[config.mk]
export PLATFORM = sky130hd
export DESIGN_NAME = wb_trace_buffer_flat
export DESIGN_NICKNAME = d
export VERILOG_FILES = /design/src/rtl/wb_trace_buffer_if.sv /design/src/rtl/wb_trace_buffer.sv /design/src/flat_wrapper.sv
export SDC_FILE = /design/constraint.sdc
export NUM_CORES = 1
export LEC_CHECK = 0
export ABC_AREA = 1
export CORE_MARGIN = 8
export CORE_UTILIZATION = 40
export DETAILED_ROUTE_END_ITERATION = 12
export GPL_TIMING_DRIVEN = 0
export PLACE_DENSITY = 0.68
export SYNTH_ARGS = -nofsm -noshare
export SYNTH_HDL_FRONTEND = slang
export SYNTH_SLANG_ARGS = --single-unit
[constraint.sdc]
create_clock -name clk -period 9.84 [get_ports clk]
set_input_delay 1.476 -clock clk [delete_from_list [all_inputs] [get_ports clk]]
set_output_delay 1.476 -clock clk [all_outputs]
set_load 0.01 [all_outputs]
[src/rtl/wb_trace_buffer_if.sv]
// ----------------------------------------------------------------------------
// wb_trace_buffer_if
//   Bundles the two streams around the write-back trace buffer:
//     - commit side  : wb_valid, wb_reg[4:0], wb_data[31:0], wb_pc[31:0]
//     - drain side   : out_valid, out_ready, out_pc[31:0], out_reg[4:0],
//                      out_data[31:0], out_seq[SEQ_W-1:0],
//                      out_time[31:0] (only with WB_TRACE_TIMESTAMP_EN)
//   Modports:
//     master : the environment (core + debug consumer); drives the commit
//              fields and out_ready, observes the drained entry.
//     slave  : the trace buffer itself.
//   Optional feature macro: WB_TRACE_TIMESTAMP_EN (adds out_time).
// ----------------------------------------------------------------------------
interface wb_trace_buffer_if #(
    parameter int SEQ_W = 16
);
    logic             wb_valid;
    logic [4:0]       wb_reg;
    logic [31:0]      wb_data;
    logic [31:0]      wb_pc;

    logic             out_valid;
    logic             out_ready;
    logic [31:0]      out_pc;
    logic [4:0]       out_reg;
    logic [31:0]      out_data;
    logic [SEQ_W-1:0] out_seq;
`ifdef WB_TRACE_TIMESTAMP_EN
    logic [31:0]      out_time;

    modport master (
        output wb_valid, wb_reg, wb_data, wb_pc, out_ready,
        input  out_valid, out_pc, out_reg, out_data, out_seq, out_time
    );
    modport slave (
        input  wb_valid, wb_reg, wb_data, wb_pc, out_ready,
        output out_valid, out_pc, out_reg, out_data, out_seq, out_time
    );
`else
    modport master (
        output wb_valid, wb_reg, wb_data, wb_pc, out_ready,
        input  out_valid, out_pc, out_reg, out_data, out_seq
    );
    modport slave (
        input  wb_valid, wb_reg, wb_data, wb_pc, out_ready,
        output out_valid, out_pc, out_reg, out_data, out_seq
    );
`endif
endinterface

[src/rtl/wb_trace_buffer.sv]
// ----------------------------------------------------------------------------
// wb_trace_buffer
//   Captures every committed register-file write of the single-cycle MIPS
//   core (PC, destination register, data), filters writes to $zero, queues
//   the events in a DEPTH-entry FIFO and drains them over a valid/ready
//   stream. Every non-$zero commit consumes a sequence number, accepted or
//   dropped, so gaps in out_seq reveal lost events.
//
//   Ports:
//     clk         in   core clock, rising edge
//     reset       in   synchronous, active-high; wins over push and pop
//     bus         if   wb_trace_buffer_if.slave (commit + drain streams)
//     overflow    out  sticky, set on any dropped event
//     drop_count  out  saturating count of dropped events
//     level       out  current FIFO occupancy (0..DEPTH)
//
//   Parameters: DEPTH (power of two, 2..64), SEQ_W (sequence width).
//   Optional feature macro: WB_TRACE_TIMESTAMP_EN -- adds a free-running
//   32-bit cycle counter whose value is stored with each entry and shown
//   on out_time.
// ----------------------------------------------------------------------------
module wb_trace_buffer #(
    parameter int DEPTH = 8,
    parameter int SEQ_W = 16
) (
    input  logic                     clk,
    input  logic                     reset,
    wb_trace_buffer_if.slave         bus,
    output logic                     overflow,
    output logic [15:0]              drop_count,
    output logic [$clog2(DEPTH):0]   level
);
    localparam int AW = $clog2(DEPTH);
    localparam int LW = AW + 1;
    localparam logic [LW-1:0] FULL_LEVEL = LW'(DEPTH);

    typedef struct packed {
        logic [31:0]      pc;
        logic [4:0]       rd;
        logic [31:0]      data;
        logic [SEQ_W-1:0] seq;
`ifdef WB_TRACE_TIMESTAMP_EN
        logic [31:0]      stamp;
`endif
    } entry_t;

    entry_t           mem [DEPTH];
    logic [AW-1:0]    wptr;
    logic [AW-1:0]    rptr;
    logic [SEQ_W-1:0] seq;
    logic             valid_q;
    logic [LW-1:0]    level_next;
    entry_t           head;
    entry_t           incoming;

    logic push_req;
    logic pop;
    logic full;
    logic push_ok;

    // $zero writes are invisible: no slot, no sequence number, no drop.
    assign push_req = bus.wb_valid && (bus.wb_reg != 5'd0);
    assign pop      = valid_q && bus.out_ready;
    assign full     = (level == FULL_LEVEL);
    // A pop in the same cycle frees the slot, so a full FIFO still accepts.
    assign push_ok  = push_req && (!full || pop);

`ifdef WB_TRACE_TIMESTAMP_EN
    logic [31:0] cycle_cnt;

    always_ff @(posedge clk) begin
        if (reset) cycle_cnt <= '0;
        else       cycle_cnt <= cycle_cnt + 32'd1;
    end
`endif

    always_comb begin
        incoming.pc   = bus.wb_pc;
        incoming.rd   = bus.wb_reg;
        incoming.data = bus.wb_data;
        incoming.seq  = seq;
`ifdef WB_TRACE_TIMESTAMP_EN
        incoming.stamp = cycle_cnt;
`endif
    end

    // NOTE: every path assigns level_next after a default, so no latch forms.
    always_comb begin
        level_next = level;
        if (push_ok && !pop)      level_next = level + LW'(1);
        else if (!push_ok && pop) level_next = level - LW'(1);
    end

    // NOTE: storage has no reset; pointers and level decide what is live.
    always_ff @(posedge clk) begin
        if (push_ok && !reset) mem[wptr] <= incoming;
    end

    // NOTE: state registers use non-blocking assignment so all update together.
    always_ff @(posedge clk) begin
        if (reset) begin
            wptr       <= '0;
            rptr       <= '0;
            level      <= '0;
            valid_q    <= 1'b0;
            seq        <= '0;
            overflow   <= 1'b0;
            drop_count <= '0;
        end else begin
            if (push_req) seq  <= seq + SEQ_W'(1);
            if (push_ok)  wptr <= wptr + AW'(1);
            if (pop)      rptr <= rptr + AW'(1);
            level   <= level_next;
            // No bypass: an entry pushed into an empty FIFO shows next cycle.
            valid_q <= (level_next != '0);
            if (push_req && !push_ok) begin
                overflow <= 1'b1;
                if (drop_count != 16'hFFFF) drop_count <= drop_count + 16'd1;
            end
        end
    end

    assign head          = mem[rptr];
    assign bus.out_valid = valid_q;
    // Fields read as zero while nothing is presented.
    assign bus.out_pc    = valid_q ? head.pc   : '0;
    assign bus.out_reg   = valid_q ? head.rd   : '0;
    assign bus.out_data  = valid_q ? head.data : '0;
    assign bus.out_seq   = valid_q ? head.seq  : '0;
`ifdef WB_TRACE_TIMESTAMP_EN
    assign bus.out_time  = valid_q ? head.stamp : '0;
`endif

endmodule

[src/flat_wrapper.sv]
// flat-port wrapper written by rule: the top's interface ports become plain ports
module wb_trace_buffer_flat 
#(
    parameter int DEPTH = 8,
    parameter int SEQ_W = 16
)
  (clk, reset, overflow, drop_count, level, bus_wb_valid, bus_wb_reg, bus_wb_data, bus_wb_pc, bus_out_ready, bus_out_valid, bus_out_pc, bus_out_reg, bus_out_data, bus_out_seq);
  wb_trace_buffer_if #(.SEQ_W(SEQ_W)) bus_i ();
  input  logic clk;
  input  logic reset;
  output logic overflow;
  output logic [15:0] drop_count;
  output logic [$clog2(DEPTH):0] level;
  input wire logic [$bits(bus_i.wb_valid)-1:0] bus_wb_valid;
  input wire logic [$bits(bus_i.wb_reg)-1:0] bus_wb_reg;
  input wire logic [$bits(bus_i.wb_data)-1:0] bus_wb_data;
  input wire logic [$bits(bus_i.wb_pc)-1:0] bus_wb_pc;
  input wire logic [$bits(bus_i.out_ready)-1:0] bus_out_ready;
  output wire logic [$bits(bus_i.out_valid)-1:0] bus_out_valid;
  output wire logic [$bits(bus_i.out_pc)-1:0] bus_out_pc;
  output wire logic [$bits(bus_i.out_reg)-1:0] bus_out_reg;
  output wire logic [$bits(bus_i.out_data)-1:0] bus_out_data;
  output wire logic [$bits(bus_i.out_seq)-1:0] bus_out_seq;
  assign bus_i.wb_valid = bus_wb_valid;
  assign bus_i.wb_reg = bus_wb_reg;
  assign bus_i.wb_data = bus_wb_data;
  assign bus_i.wb_pc = bus_wb_pc;
  assign bus_i.out_ready = bus_out_ready;
  assign bus_out_valid = bus_i.out_valid;
  assign bus_out_pc = bus_i.out_pc;
  assign bus_out_reg = bus_i.out_reg;
  assign bus_out_data = bus_i.out_data;
  assign bus_out_seq = bus_i.out_seq;
  wb_trace_buffer #(.DEPTH(DEPTH), .SEQ_W(SEQ_W)) u_core (.clk(clk), .reset(reset), .bus(bus_i), .overflow(overflow), .drop_count(drop_count), .level(level));
endmodule
==> run_results.csv <==
group,metric,value,unit
placement,placedCellCount,3469,
setup_path,r2r-start,"u_core.bus.out_valid$_SDFF_PP0_",
global_routing,grt_use_met3,0.0439,
timing,finClkSkew,0.0207,ns
placement,placement.cell_area,32700,µm²
cts,postCtsHoldBufs,0,
logic_synthesis,synth_seq_cells,727,
timing,setup_viol,0,
cts,insertion_delay,0.62,ns
global_routing,grt_pass1_vias,20200,
logic_synthesis,synth-edff-count,680,
cts,cts_buffer_depth,3,
setup_path,crit_type,"flip-flop to primary output",
routing,final_antenna_net_count,0,
global_routing,grt_busiest_layer,"met2",
setup_path,r2r_end,"u_core.mem[4][69]$_DFFE_PP_",
global_routing,antenna_found_initial,9,
logic_synthesis,syn-cell-area,29000,µm²
timing,relSlewSlack,0.334,
logic_synthesis,async_flop_share,0,
routing,drc,0,
global_routing,grt_max_degree,27,
global_routing,grt_first_pass_wirelength,121000,µm
timing,hold_viol,0,
routing,drt_iter0_drc,2009,
setup_path,reg2reg_depth,12,
global_routing,met2_usage,0.321,
logic_synthesis,synth_top_area_frac,0.705,
timing,fmax,190,MHz
cells_and_area,synthToLayoutAreaGrowth,21.0,%
placement,place_congestion,0.842,
logic_synthesis,yosys-top-cells-count,"728 x nor2_1, 680 x edfxtp_1, 219 x o21ai_0, 160 x o32ai_1, 88 x nand2_1",
logic_synthesis,synth.distinct_cells,30,
cts,post_cts_buffers,0,
cells_and_area,final_cell_area,35100,µm²
setup_path,cp.arrival,3.80,ns
logic_synthesis,syn-instance-count,2289,
cts,ctsResizeCount,0,
cts,root_buffer,"clkbuf_16",
timing,rsz0062_at_grt,"false",
logic_synthesis,yosys-top-cells-area,"edfxtp_1 70%, nor2_1 9.4%, o32ai_1 4.8%, o21ai_0 3.8%, dfxtp_1 3.2%",
cells_and_area,drive_gt1_frac,0.0942,
cells_and_area,fin_util,0.490,
timing,worstMarginPinSlew,0.993,ns
worst_hold_path,whs_path_depth,1,
cts,cts_tree,"yes",
worst_hold_path,hold_start,"u_core.overflow$_SDFFE_PP0P_",
routing,vias,20100,
routing,drt-pass1-iter-count,5,
setup_path,critPathMaxFanout,10,
routing,routed_via_density,5.58,
setup_path,critPathCaptureType,"primary output",
timing,period_share,0.536,
placement,hpwl,53600,µm
status,status,"complete, no violations",
global_routing,grt_util_met1,0.242,
power,cellPowerDensity,203,nW/µm²
floorplan,design.die.area,81300,µm²
cts,clock_sinks,727,
cts,cts_buffers,76,
floorplan,die_w,285,µm
cells_and_area,finalNonFillerCells,3609,
logic_synthesis,yosysMostFrequentCell,"nor2_1",
logic_synthesis,avgSynthCellArea,12.7,µm²
cts,htree_levels,3,
cts,clkTransAtPathRegs,0.06,ns
floorplan,die_y,285,µm
global_routing,grt_overflow,0,
floorplan,core-area,71600,µm²
placement,portBuffers,179,
timing,hold_ws,0.471,ns
setup_path,regToRegSetupSlack,6.41,ns
timing,drv_slew,0,
setup_path,cp.required,8.36,ns
worst_hold_path,hold_path.class,"flip-flop to flip-flop",
logic_synthesis,yosys_warnings,0,
logic_synthesis,synth_nets,2368,
setup_path,start_kind,"flip-flop",
routing,wl,81100,µm
floorplan,initial_core_util,0.405,
timing,finalSetupTns,0,ns
cells_and_area,nets,2676,
run,drv_cap,0,
timing,fin_crit,5.28,ns
logic_synthesis,yosysTopAreaCell,"edfxtp_1",
routing,avgRoutedWirePerCell,22.5,µm
floorplan,io_pins,180,
global_routing,grtUsageTotal,0.192,
power,peakVddDrop,0.131,mV
floorplan,row_count,98,
logic_synthesis,synth_flop_cell,"edfxtp_1",
worst_hold_path,min_to,"u_core.overflow$_SDFFE_PP0P_",
power,power.leakage,11.6,nW
logic_synthesis,seq_area_frac_synth,0.737,
==> per-layer routing <==
metal / wire length (µm) / share of wire
met3: 7560 / 0.093
met1: 31100 / 0.38
met5: 62 / 0.00076
met2: 39500 / 0.49
met4: 2860 / 0.035
==> worst max path at each step <==
stage,slack [ns],cells after the start,endpoint
after floorplan,1.31,8,u_core.mem[0][0]$_DFFE_PP_
after global placement,-5.51,9,u_core.mem[0][72]$_DFFE_PP_
after detailed placement,4.41,15,u_core.mem[4][69]$_DFFE_PP_
after CTS,4.60,7,bus_out_data[16]
after global routing,4.45,7,bus_out_data[16]
final,4.56,7,bus_out_data[16]
==> layout make-up <==
| type | count | area, µm² |
|---|---|---|
| Fill cell | 6099 | 36500 |
| Sequential cell | 727 | 21400 |
| Multi-Input combinational cell | 1370 | 6730 |
| Timing Repair Buffer | 230 | 2490 |
| Clock buffer | 91 | 1990 |
| Tap cell | 950 | 1190 |
| Buffer | 149 | 772 |
| Clock inverter | 43 | 369 |
| Inverter | 43 | 164 |
| Antenna cell | 6 | 15.0 |
==> state kept, by name, summed over array words and instances, names as in the netlist, named ones only <==
register and flops:
u_core.rptr 3, u_core.mem 680, u_core.level 4, u_core.seq 16
u_core.drop_count 16, u_core.wptr 3, u_core.overflow 1, u_core.bus.out_valid 1
==> report_power, final <==
part / total (W) / switching, W / internal [W]
registers: 0.00345 / 0.0000234 / 0.00343
clock network: 0.00273 / 0.00116 / 0.00158
logic: 0.000924 / 0.000581 / 0.000343
==> cells in the final DEF, fill, tap and decap left out, drive strengths merged, types with 7 or more instances in the layout <==
| cell type | netlist | final |
|---|---|---|
| a21oi | 28 | 28 |
| buf | 75 | 126 |
| clkbuf | 74 | 165 |
| clkdlybuf4s50 | 0 | 179 |
| clkinv | 0 | 33 |
| dfxtp | 47 | 47 |
| edfxtp | 680 | 680 |
| inv | 43 | 46 |
| nand2 | 90 | 90 |
| nand3 | 29 | 29 |
| nand4 | 9 | 9 |
| nor2 | 729 | 729 |
| nor3 | 16 | 16 |
| o21ai | 274 | 274 |
| o32ai | 170 | 170 |
| xnor2 | 7 | 7 |
| xor2 | 9 | 9 |
==> stage by stage <==
stage	power (W)	setup slack (ns)
global placement	0.00442	-5.51
floorplan	0.00401	1.31
global route	0.00734	4.45
CTS	0.00715	4.60
detailed placement	0.00444	4.41
finish	0.00711	4.56
==> critical path, cell delays in order, from the launching register on <==
cell and delay [ns]:
dfxtp_1 0.30, clkbuf_1 0.27, inv_1 0.28, clkbuf_1 0.72, buf_1 0.49, o21ai_1 0.13
nor2_1 0.37, clkdlybuf4s50_1 0.63
==> kinds of logic after synthesis <==
group | Yosys count | synth area share
buffers and inverters | 192 | 0.0323
xor gates and xnor gates | 16 | 0.00484
adders and majority gates | 6 | 0.00259
and+or+nand+nor | 874 | 0.116
DFF | 727 | 0.737
AOI/OAI and AO/OA | 474 | 0.107
Power figures use the tool's default switching activity.
